File: src/rtl/jt12_eg_sched_if.sv
// Bus between the envelope scheduler and its register interface / shared datapath.
// master: register interface + datapath side; slave: the scheduler.
interface jt12_eg_sched_if #(
    parameter int unsigned CNTW = 15
);
    logic            clk_en;
    logic            kon_we;
    logic [2:0]      kon_ch;
    logic [3:0]      kon_op;
    logic            csm_trig;
    logic [2:0]      state_next;
    logic [9:0]      eg_next;
    logic            ssg_inv_next;
    logic [4:0]      slot;
    logic [2:0]      state_cur;
    logic [9:0]      eg_cur;
    logic            ssg_inv_cur;
    logic            keyon_now;
    logic            keyoff_now;
    logic [CNTW-1:0] eg_cnt;
    logic            eg_step_en;
    logic            round_end;

    modport master (
        output clk_en, kon_we, kon_ch, kon_op, csm_trig,
        output state_next, eg_next, ssg_inv_next,
        input  slot, state_cur, eg_cur, ssg_inv_cur,
        input  keyon_now, keyoff_now, eg_cnt, eg_step_en, round_end
    );

    modport slave (
        input  clk_en, kon_we, kon_ch, kon_op, csm_trig,
        input  state_next, eg_next, ssg_inv_next,
        output slot, state_cur, eg_cur, ssg_inv_cur,
        output keyon_now, keyoff_now, eg_cnt, eg_step_en, round_end
    );
endinterface

File: src/rtl/jt12_eg_sched.sv
// Envelope-generator slot scheduler: walks the operator slots round-robin,
// holds per-slot envelope state for the shared datapath, turns key-on register
// writes into per-slot key edges and paces stepping with the global eg_cnt.
// Optional CSM key-on of channel 2: define JT12_EG_SCHED_CSM_EN.
module jt12_eg_sched #(
    parameter int unsigned SLOTS = 24,
    parameter int unsigned CNTW  = 15,
    parameter int unsigned PRESC = 3
) (
    input  logic           clk,
    input  logic           rst,
    jt12_eg_sched_if.slave bus
);
    localparam int unsigned SW   = 5;
    localparam int unsigned PW   = (PRESC > 1) ? $clog2(PRESC) : 1;
    localparam int unsigned NOPS = 4;
    localparam int unsigned NCH  = 6;

    logic [SW-1:0]    r_slot;
    logic [2:0]       r_state [SLOTS];
    logic [9:0]       r_eg    [SLOTS];
    logic [SLOTS-1:0] r_ssg;
    logic [SLOTS-1:0] r_kon;
    logic [SLOTS-1:0] r_kon_prev;
    logic [CNTW-1:0]  r_eg_cnt;
    logic [PW-1:0]    r_presc;
    logic             r_step_en;

    logic             w_round_end;
    logic             w_kon_valid;
    logic [2:0]       w_chidx;
    logic [SW-1:0]    w_kon_idx [NOPS];
    logic             w_key_eff;

    assign w_round_end = (r_slot == SW'(SLOTS - 1));

    // Channel code to channel index; codes 3 and 7 are holes in the register map
    always_comb begin
        w_kon_valid = 1'b1;
        w_chidx     = 3'd0;
        case (bus.kon_ch)
            3'd0, 3'd1, 3'd2: w_chidx = bus.kon_ch;
            3'd4, 3'd5, 3'd6: w_chidx = bus.kon_ch - 3'd1;
            default:          w_kon_valid = 1'b0;
        endcase
        for (int op = 0; op < NOPS; op++) begin
            w_kon_idx[op] = SW'(op * NCH) + SW'(w_chidx);
        end
    end

`ifdef JT12_EG_SCHED_CSM_EN
    logic            r_csm_pend;
    logic [NOPS-1:0] r_csm_key;
    logic            w_csm_ch2;
    logic [1:0]      w_csm_op;
    logic            w_csm_start;

    // Locate the current slot among the four channel-2 operator slots
    always_comb begin
        w_csm_ch2 = 1'b0;
        w_csm_op  = 2'd0;
        for (int op = 0; op < NOPS; op++) begin
            if (r_slot == SW'(op * NCH + 2)) begin
                w_csm_ch2 = 1'b1;
                w_csm_op  = 2'(op);
            end
        end
    end

    assign w_csm_start = bus.clk_en && r_csm_pend && (r_slot == SW'(2)) && (r_csm_key == '0);
    // A held register key masks the CSM key, so no CSM edges appear for it
    assign w_key_eff   = r_kon[r_slot] | (w_csm_ch2 & r_csm_key[w_csm_op]);

    // CSM pass: every ch2 operator sees one visit keyed on, then one keyed off
    always_ff @(posedge clk or posedge rst) begin
        if (rst) begin
            r_csm_pend <= 1'b0;
            r_csm_key  <= '0;
        end else begin
            if (bus.csm_trig) begin
                r_csm_pend <= 1'b1;
            end else if (w_csm_start) begin
                r_csm_pend <= 1'b0;
            end
            if (w_csm_start) begin
                r_csm_key <= '1;
            end else if (bus.clk_en && w_csm_ch2) begin
                r_csm_key[w_csm_op] <= 1'b0;
            end
        end
    end
`else
    logic w_unused_csm;
    assign w_unused_csm = bus.csm_trig;
    assign w_key_eff    = r_kon[r_slot];
`endif

    // Slot counter and per-slot envelope storage written back by the datapath
    always_ff @(posedge clk or posedge rst) begin
        if (rst) begin
            r_slot <= '0;
            r_ssg  <= '0;
            for (int i = 0; i < SLOTS; i++) begin
                r_state[i] <= 3'b000;
                r_eg[i]    <= 10'h3FF;
            end
        end else if (bus.clk_en) begin
            r_slot          <= w_round_end ? '0 : r_slot + SW'(1);
            r_state[r_slot] <= bus.state_next;
            r_eg[r_slot]    <= bus.eg_next;
            r_ssg[r_slot]   <= bus.ssg_inv_next;
        end
    end

    // Key latch: register writes land regardless of clk_en
    always_ff @(posedge clk or posedge rst) begin
        if (rst) begin
            r_kon <= '0;
        end else if (bus.kon_we && w_kon_valid) begin
            for (int op = 0; op < NOPS; op++) begin
                r_kon[w_kon_idx[op]] <= bus.kon_op[op];
            end
        end
    end

    // Key seen at the last visit; makes each edge last exactly one visit
    always_ff @(posedge clk or posedge rst) begin
        if (rst) begin
            r_kon_prev <= '0;
        end else if (bus.clk_en) begin
            r_kon_prev[r_slot] <= w_key_eff;
        end
    end

    // Round prescaler, global envelope counter and per-round step enable
    always_ff @(posedge clk or posedge rst) begin
        if (rst) begin
            r_presc   <= '0;
            r_eg_cnt  <= '0;
            r_step_en <= 1'b0;
        end else if (bus.clk_en && w_round_end) begin
            r_step_en <= (r_presc == PW'(PRESC - 1));
            if (r_presc == PW'(PRESC - 1)) begin
                r_presc  <= '0;
                r_eg_cnt <= r_eg_cnt + CNTW'(1);
            end else begin
                r_presc <= r_presc + PW'(1);
            end
        end
    end

    assign bus.slot        = r_slot;
    assign bus.state_cur   = r_state[r_slot];
    assign bus.eg_cur      = r_eg[r_slot];
    assign bus.ssg_inv_cur = r_ssg[r_slot];
    assign bus.keyon_now   = w_key_eff & ~r_kon_prev[r_slot];
    assign bus.keyoff_now  = ~w_key_eff & r_kon_prev[r_slot];
    assign bus.eg_cnt      = r_eg_cnt;
    assign bus.eg_step_en  = r_step_en;
    assign bus.round_end   = w_round_end;

endmodule

File: src/flat_wrapper.sv
// flat-port wrapper written by rule: the top's interface ports become plain ports
module jt12_eg_sched_flat 
#(
    parameter int unsigned SLOTS = 24,
    parameter int unsigned CNTW  = 15,
    parameter int unsigned PRESC = 3
)
  (clk, rst, bus_clk_en, bus_kon_we, bus_kon_ch, bus_kon_op, bus_csm_trig, bus_state_next, bus_eg_next, bus_ssg_inv_next, bus_slot, bus_state_cur, bus_eg_cur, bus_ssg_inv_cur, bus_keyon_now, bus_keyoff_now, bus_eg_cnt, bus_eg_step_en, bus_round_end);
  jt12_eg_sched_if #(.CNTW(CNTW)) bus_i ();
  input  logic clk;
  input  logic rst;
  input wire logic [$bits(bus_i.clk_en)-1:0] bus_clk_en;
  input wire logic [$bits(bus_i.kon_we)-1:0] bus_kon_we;
  input wire logic [$bits(bus_i.kon_ch)-1:0] bus_kon_ch;
  input wire logic [$bits(bus_i.kon_op)-1:0] bus_kon_op;
  input wire logic [$bits(bus_i.csm_trig)-1:0] bus_csm_trig;
  input wire logic [$bits(bus_i.state_next)-1:0] bus_state_next;
  input wire logic [$bits(bus_i.eg_next)-1:0] bus_eg_next;
  input wire logic [$bits(bus_i.ssg_inv_next)-1:0] bus_ssg_inv_next;
  output wire logic [$bits(bus_i.slot)-1:0] bus_slot;
  output wire logic [$bits(bus_i.state_cur)-1:0] bus_state_cur;
  output wire logic [$bits(bus_i.eg_cur)-1:0] bus_eg_cur;
  output wire logic [$bits(bus_i.ssg_inv_cur)-1:0] bus_ssg_inv_cur;
  output wire logic [$bits(bus_i.keyon_now)-1:0] bus_keyon_now;
  output wire logic [$bits(bus_i.keyoff_now)-1:0] bus_keyoff_now;
  output wire logic [$bits(bus_i.eg_cnt)-1:0] bus_eg_cnt;
  output wire logic [$bits(bus_i.eg_step_en)-1:0] bus_eg_step_en;
  output wire logic [$bits(bus_i.round_end)-1:0] bus_round_end;
  assign bus_i.clk_en = bus_clk_en;
  assign bus_i.kon_we = bus_kon_we;
  assign bus_i.kon_ch = bus_kon_ch;
  assign bus_i.kon_op = bus_kon_op;
  assign bus_i.csm_trig = bus_csm_trig;
  assign bus_i.state_next = bus_state_next;
  assign bus_i.eg_next = bus_eg_next;
  assign bus_i.ssg_inv_next = bus_ssg_inv_next;
  assign bus_slot = bus_i.slot;
  assign bus_state_cur = bus_i.state_cur;
  assign bus_eg_cur = bus_i.eg_cur;
  assign bus_ssg_inv_cur = bus_i.ssg_inv_cur;
  assign bus_keyon_now = bus_i.keyon_now;
  assign bus_keyoff_now = bus_i.keyoff_now;
  assign bus_eg_cnt = bus_i.eg_cnt;
  assign bus_eg_step_en = bus_i.eg_step_en;
  assign bus_round_end = bus_i.round_end;
  jt12_eg_sched #(.SLOTS(SLOTS), .CNTW(CNTW), .PRESC(PRESC)) u_core (.clk(clk), .rst(rst), .bus(bus_i));
endmodule
File: config.mk
export PLATFORM = sky130hd
export DESIGN_NAME = jt12_eg_sched_flat
export DESIGN_NICKNAME = d
export VERILOG_FILES = /design/src/rtl/jt12_eg_sched_if.sv /design/src/rtl/jt12_eg_sched.sv /design/src/flat_wrapper.sv
export SDC_FILE = /design/constraint.sdc
export NUM_CORES = 1
export LEC_CHECK = 0
export ABC_CLOCK_PERIOD_IN_PS = 22200
export CAP_MARGIN = 20
export CORE_UTILIZATION = 32
export DETAILED_ROUTE_END_ITERATION = 10
export SYNTH_ARGS = -nofsm -noshare
export SYNTH_HDL_FRONTEND = slang
export SYNTH_SLANG_ARGS = --single-unit
File: constraint.sdc
create_clock -name clk -period 22.2 [get_ports clk]
set_input_delay 4.44 -clock clk [delete_from_list [all_inputs] [get_ports clk]]
set_output_delay 4.44 -clock clk [all_outputs]
set_load 0.005 [all_outputs]
# Yosys cells after proc, flatten, opt, wreduce, memory -nomap -nowiden
# Index checks and enable logic that the tools add are counted.
# totals
register_bits	407
in_bits	26
out_inout_bits	38
wordCells	137
# op_classes
n_addsub	7
magnitude_cmp	12
eq_ne	7
muxes	38
n_bitwise	5
reduce_logical	13
# ops
operator	n
240-bit bitwise mux	1
24-bit bitwise mux	6
72-bit bitwise mux	1
10-bit binary-select mux with 5-bit select	1
10-bit demux with 5-bit select	1
10-bit 2-to-1 mux	3
5-bit by 6-bit < comparator with 1-bit output (second input constant)	4
1-bit demux with 5-bit select	4
5-bit by 1-bit greater-or-equal comparator with 1-bit output (second input constant)	4
15-bit by 1-bit adder with 15-bit output (second input constant)	1
1-bit binary-select mux with 5-bit select	3
3-bit binary-select mux with 5-bit select	1
3-bit demux with 5-bit select	1
3-bit equality test (second input constant)	3
1-bit 2-to-1 mux	9
3-bit 2-to-1 mux	3
1-bit logical AND	8
6-bit greater-or-equal comparator (second input constant)	1
3-bit by 6-bit < comparator with 1-bit output (second input constant)	1
6-bit by 1-bit < comparator with 1-bit output (second input constant)	1
5-bit NOT with 6-bit output	1
3-bit one-hot mux with 2 select lines	1
3-bit OR reduction	2
6-bit OR reduction	1
18 further kinds	20

# Logic depth before layout (Yosys ltp)
# depth
depth_word	11
mapped_depth	11
ltp_nobuf	7

# Worst setup path before layout
# No wires, ideal clock.
# synth_path
path_type	register to output
startpoint	register u_core.r_slot[0], in the netlist u_core.bus.slot[0]
endpoint	output bus_state_cur[0]
arrival_time_ns	1.850
required_time_ns	17.760
setup_slack_ns	15.910
stages_incl_launch_ff	8
path_buffers	4
path_cell_list	dfrtp_1 buf_2 buf_4 buf_6 buf_4 mux4_2 a22oi_1 nand3_1
# synth_via
elab_chain_len	4
# synth_lines
element	line	rtl
from (decl)	jt12_eg_sched.sv:19	logic [SW-1:0] r_slot;
from (signal assigned)	jt12_eg_sched.sv:108	r_slot <= w_round_end ? '0 : r_slot + SW'(1);
5-bit NOT with 6-bit output (implied by the code)	jt12_eg_sched.sv:153	assign bus.state_cur = r_state[r_slot];
3-bit binary-select mux with 5-bit select	jt12_eg_sched.sv:153	
3-bit 2-to-1 mux (implied by the code) (2 in series)	jt12_eg_sched.sv:153	
to (decl)	flat_wrapper.sv:21	output wire logic [$bits(bus_i.state_cur)-1:0] bus_state_cur;
# Every way passes these cells. The select of a mux whose other input is x is not followed.

# Worst setup path in the final report
# Same ends and word-level chain as after synthesis.

==> reports/metrics.csv <==
stage,metric,value,unit
status,status,"finished, final reports clean",
global_routing,overflow,0,
yosys,synth_flop_cell,dfstp_2,
worst_setup_path,critPathCaptureType,primary output,
drt,drc,0,
yosys,synth-edff-count,0,
clocking,post_cts_buffers,0,
clocking,clk_latency,0.57,ns
global_routing,grt_pass1_wl,72.5,mm
global_routing,grt_start_max_net_pins,95,
worst_setup_path,crit_fanout,45,
die,initial_core_util,0.326,
clocking,cts_tree,done,
layout,synthToLayoutAreaGrowth,16.1,%
yosys,synth-seq-area-share,0.553,
die,io_pins,64,
worst_setup_path,required,17.76,ns
clocking,cts_resized,0,
layout,n_antenna_cell,0,
clocking,cts_buffer_depth,3,
sta,rsz0062_at_grt,false,
yosys,yosys.area.top_type,dfstp_2,
power,p_leak,0.00905,µW
drt,via_per_inst,5.15,
worst_setup_path,worstPathCellList,"buf_4, mux4_2, a22oi_1, nand3_1, clkdlybuf4s50_1",
place,place_congestion,0.799,
yosys,yosys_warnings,0,
job,maxCapViolCount,0,
yosys,postSynthAreaPerCell,13.6,µm²
yosys,syn-num-nets,1428,
global_routing,grt_usage,0.156,
layout,fin_nets,1470,
yosys,synth_area_leaders,"dfstp_2 (33%), dfrtp_1 (22%), mux2_2 (17%)",
worst_hold_path,hold_path_class,register to register,
drt,drt_iter0_drc,732,
sta,fin_crit_sh,0.388,
worst_setup_path,arrival,4.17,ns
die,fp-row-count,88,
clocking,path_clk_slew,0.06,ns
worst_setup_path,worstSetupPathType,register to primary output,
worst_setup_path,r2r-start,u_core.bus.slot[2],
drt,drtAntennaViolNets,0,
power,power_density,137,nW/µm²
clocking,cts_max_level,2,
die,die-area,60200,µm²
sta,skew,0.0101,ns
die,fp.coreArea,58100,µm²
layout,layout-drive-gt1-share,0.513,
yosys,ys_ff_latch,407,
drt,wl_met3,1.52,mm
yosys,ys_types,54,
global_routing,grt_pass1_vias,12333,
drt,wl,45.5,mm
sta,slew_viol_final,0,
worst_setup_path,cp_slowest_cell,dfrtp_4,
die,die_w,245,µm
yosys,yosysTopAreaCellShare,0.333,
sta,worst_pin_slew,1.15,ns
yosys,syn_inst,1394,
place,io_buffers,62,
sta,hold_violations,0,
global_routing,antenna_found_initial,0,
clocking,clock_sinks,407,
clocking,postCtsHoldBufs,0,
sta,relSlewSlack,0.230,
clocking,cts_buffers,44,
drt,wl_per_cell,20.4,µm
worst_setup_path,crit_path_start,u_core.bus.slot[0],
drt,vias,11506,
clocking,ctsRootBufferMaster,clkbuf_16,
yosys,syn-cell-area,19000,µm²
sta,fin_ws,13.59,ns
drt,drt-met1-wl,20.5,mm
die,die_y,245,µm
sta,finalSetupTns,0,ns
worst_setup_path,max_stage_delay,0.93,ns
worst_setup_path,cp-start-kind,register,
worst_hold_path,holdCritStartpoint,u_core.r_eg[6],
place,dp_slack,14.17,ns
drt,wl_met2,22.5,mm
yosys,ys_async_sr_fraction,1.00,
drt,dr.pass1.iters,5,
sta,fmax,116,MHz
power,irDropWorstVdd,0.0552,mV
drt,highest-signal-layer,met4,
sta,setup_viol,0,
worst_setup_path,r2r_slack,18.98,ns
sta,min_period,8.61,ns
place,hpwl,27.9,mm
## cell usage in the layout (no fill, tap or decap), types with 7 or more instances in the layout
cell type,synthesis,final
buf_8,0,7
o21ai_0,12,12
o22ai_1,11,11
mux2_2,294,294
a22oi_1,48,48
nor2_1,31,31
buf_4,8,27
nand2_1,240,240
clkbuf_16,0,46
xor2_1,7,7
xnor2_1,9,9
mux2i_1,9,9
nand3_1,30,30
clkbuf_1,56,9
ha_1,8,8
nor3_1,11,10
nor2_2,8,8
dfrtp_1,167,165
clkdlybuf4s50_1,0,62
clkbuf_8,0,14
mux4_2,91,91
dfstp_2,240,240
a21oi_1,8,8
inv_1,12,11
## synthesized netlist by cell type (all sizes together), types with 7 or more instances
library cell and instances:
dfrtp 167, mux2i 9, a21oi 9, nand3 30, buf 45, o21ai 13, mux4 91, nand2 240
dfstp 240, ha 8, nor3 11, nor2 39, o22ai 11, a22oi 48, inv 12, mux2 296
xnor2 9, clkbuf 56, xor2 7
## worst paths after layout
kind / endpoint / depth (start not counted)
setup / recovery: bus_state_cur[0] / 5
setup reg to reg: u_core.r_presc[0] / 4
min in group asynchronous: u_core.bus.eg_cnt[11] / 2
hold reg to reg: u_core.r_eg[6] / 2
hold / removal: u_core.r_eg[6] / 2
max in group asynchronous: u_core.r_state[34] / 4
## layout make-up
class	instances	area [µm²]
fill	5484	36100
clock inverter	12	180
multi-input combinational	874	7990
clock buffer	69	1380
tap	765	957
inverter	12	52.6
sequential	407	10500
timing repair buffer	97	956
## sequential cells by signal, summed over array words and instances (netlist names)
register	count
u_core.r_kon_prev	24
u_core.r_kon	24
u_core.r_eg	240
u_core.r_ssg	24
u_core.r_presc	2
u_core.bus.slot	5
u_core.bus.eg_cnt	15
u_core.r_state	72
u_core.bus.eg_step_en	1
## critical path: cells and delay by family, from the launching register on
| kind | cells | cell delay, ns |
|---|---|---|
| AOI/OAI and AO/OA | 1 | 0.43 |
| buffers and inverters | 2 | 1.36 |
| DFF | 1 | 0.93 |
| muxes | 1 | 0.59 |
| and+or+nand+nor | 1 | 0.21 |
## metrics by stage
step / utilization / instance area, µm² / std cells / hold slack (ns) / power (µW)
floorplan: - / 19000 / 1394 / 0.437 / 1940
global route: 0.379 / 22000 / 2236 / 0.467 / 3180
finish: 0.379 / 22000 / 2236 / 0.456 / 3010
CTS: 0.376 / 21900 / 2228 / 0.457 / 3040
detailed placement: 0.350 / 20300 / 2147 / 0.448 / 2250
global placement: 0.350 / 20300 / 2147 / 0.443 / 2210
## metal layers
layer | GRT usage | vias up
li1 | - | 5094
met1 | 0.207 | 6109
met2 | 0.261 | 227
met3 | 0.0196 | 76
met4 | 0.0543 | 0
met5 | 0 | -
## kinds of logic (layout without fill, tap and decap cells)
kind of cell,after synthesis,after routing,share of synthesized area
adder cells (fa/ha/maj),8,8,0.00528
flip-flops,407,407,0.553
AO/OA/AOI/OAI,101,101,0.0383
buffers and inverters,113,190,0.0264
XOR/XNOR,16,16,0.00739
AND/OR/NAND/NOR,353,353,0.0812
multiplexers,396,396,0.289
## where the power goes
part | switching, µW | total, µW | internal, µW
registers | 178 | 1340 | 1170
logic | 392 | 895 | 502
clock network | 298 | 771 | 473
(Power assumes the default switching activity.)
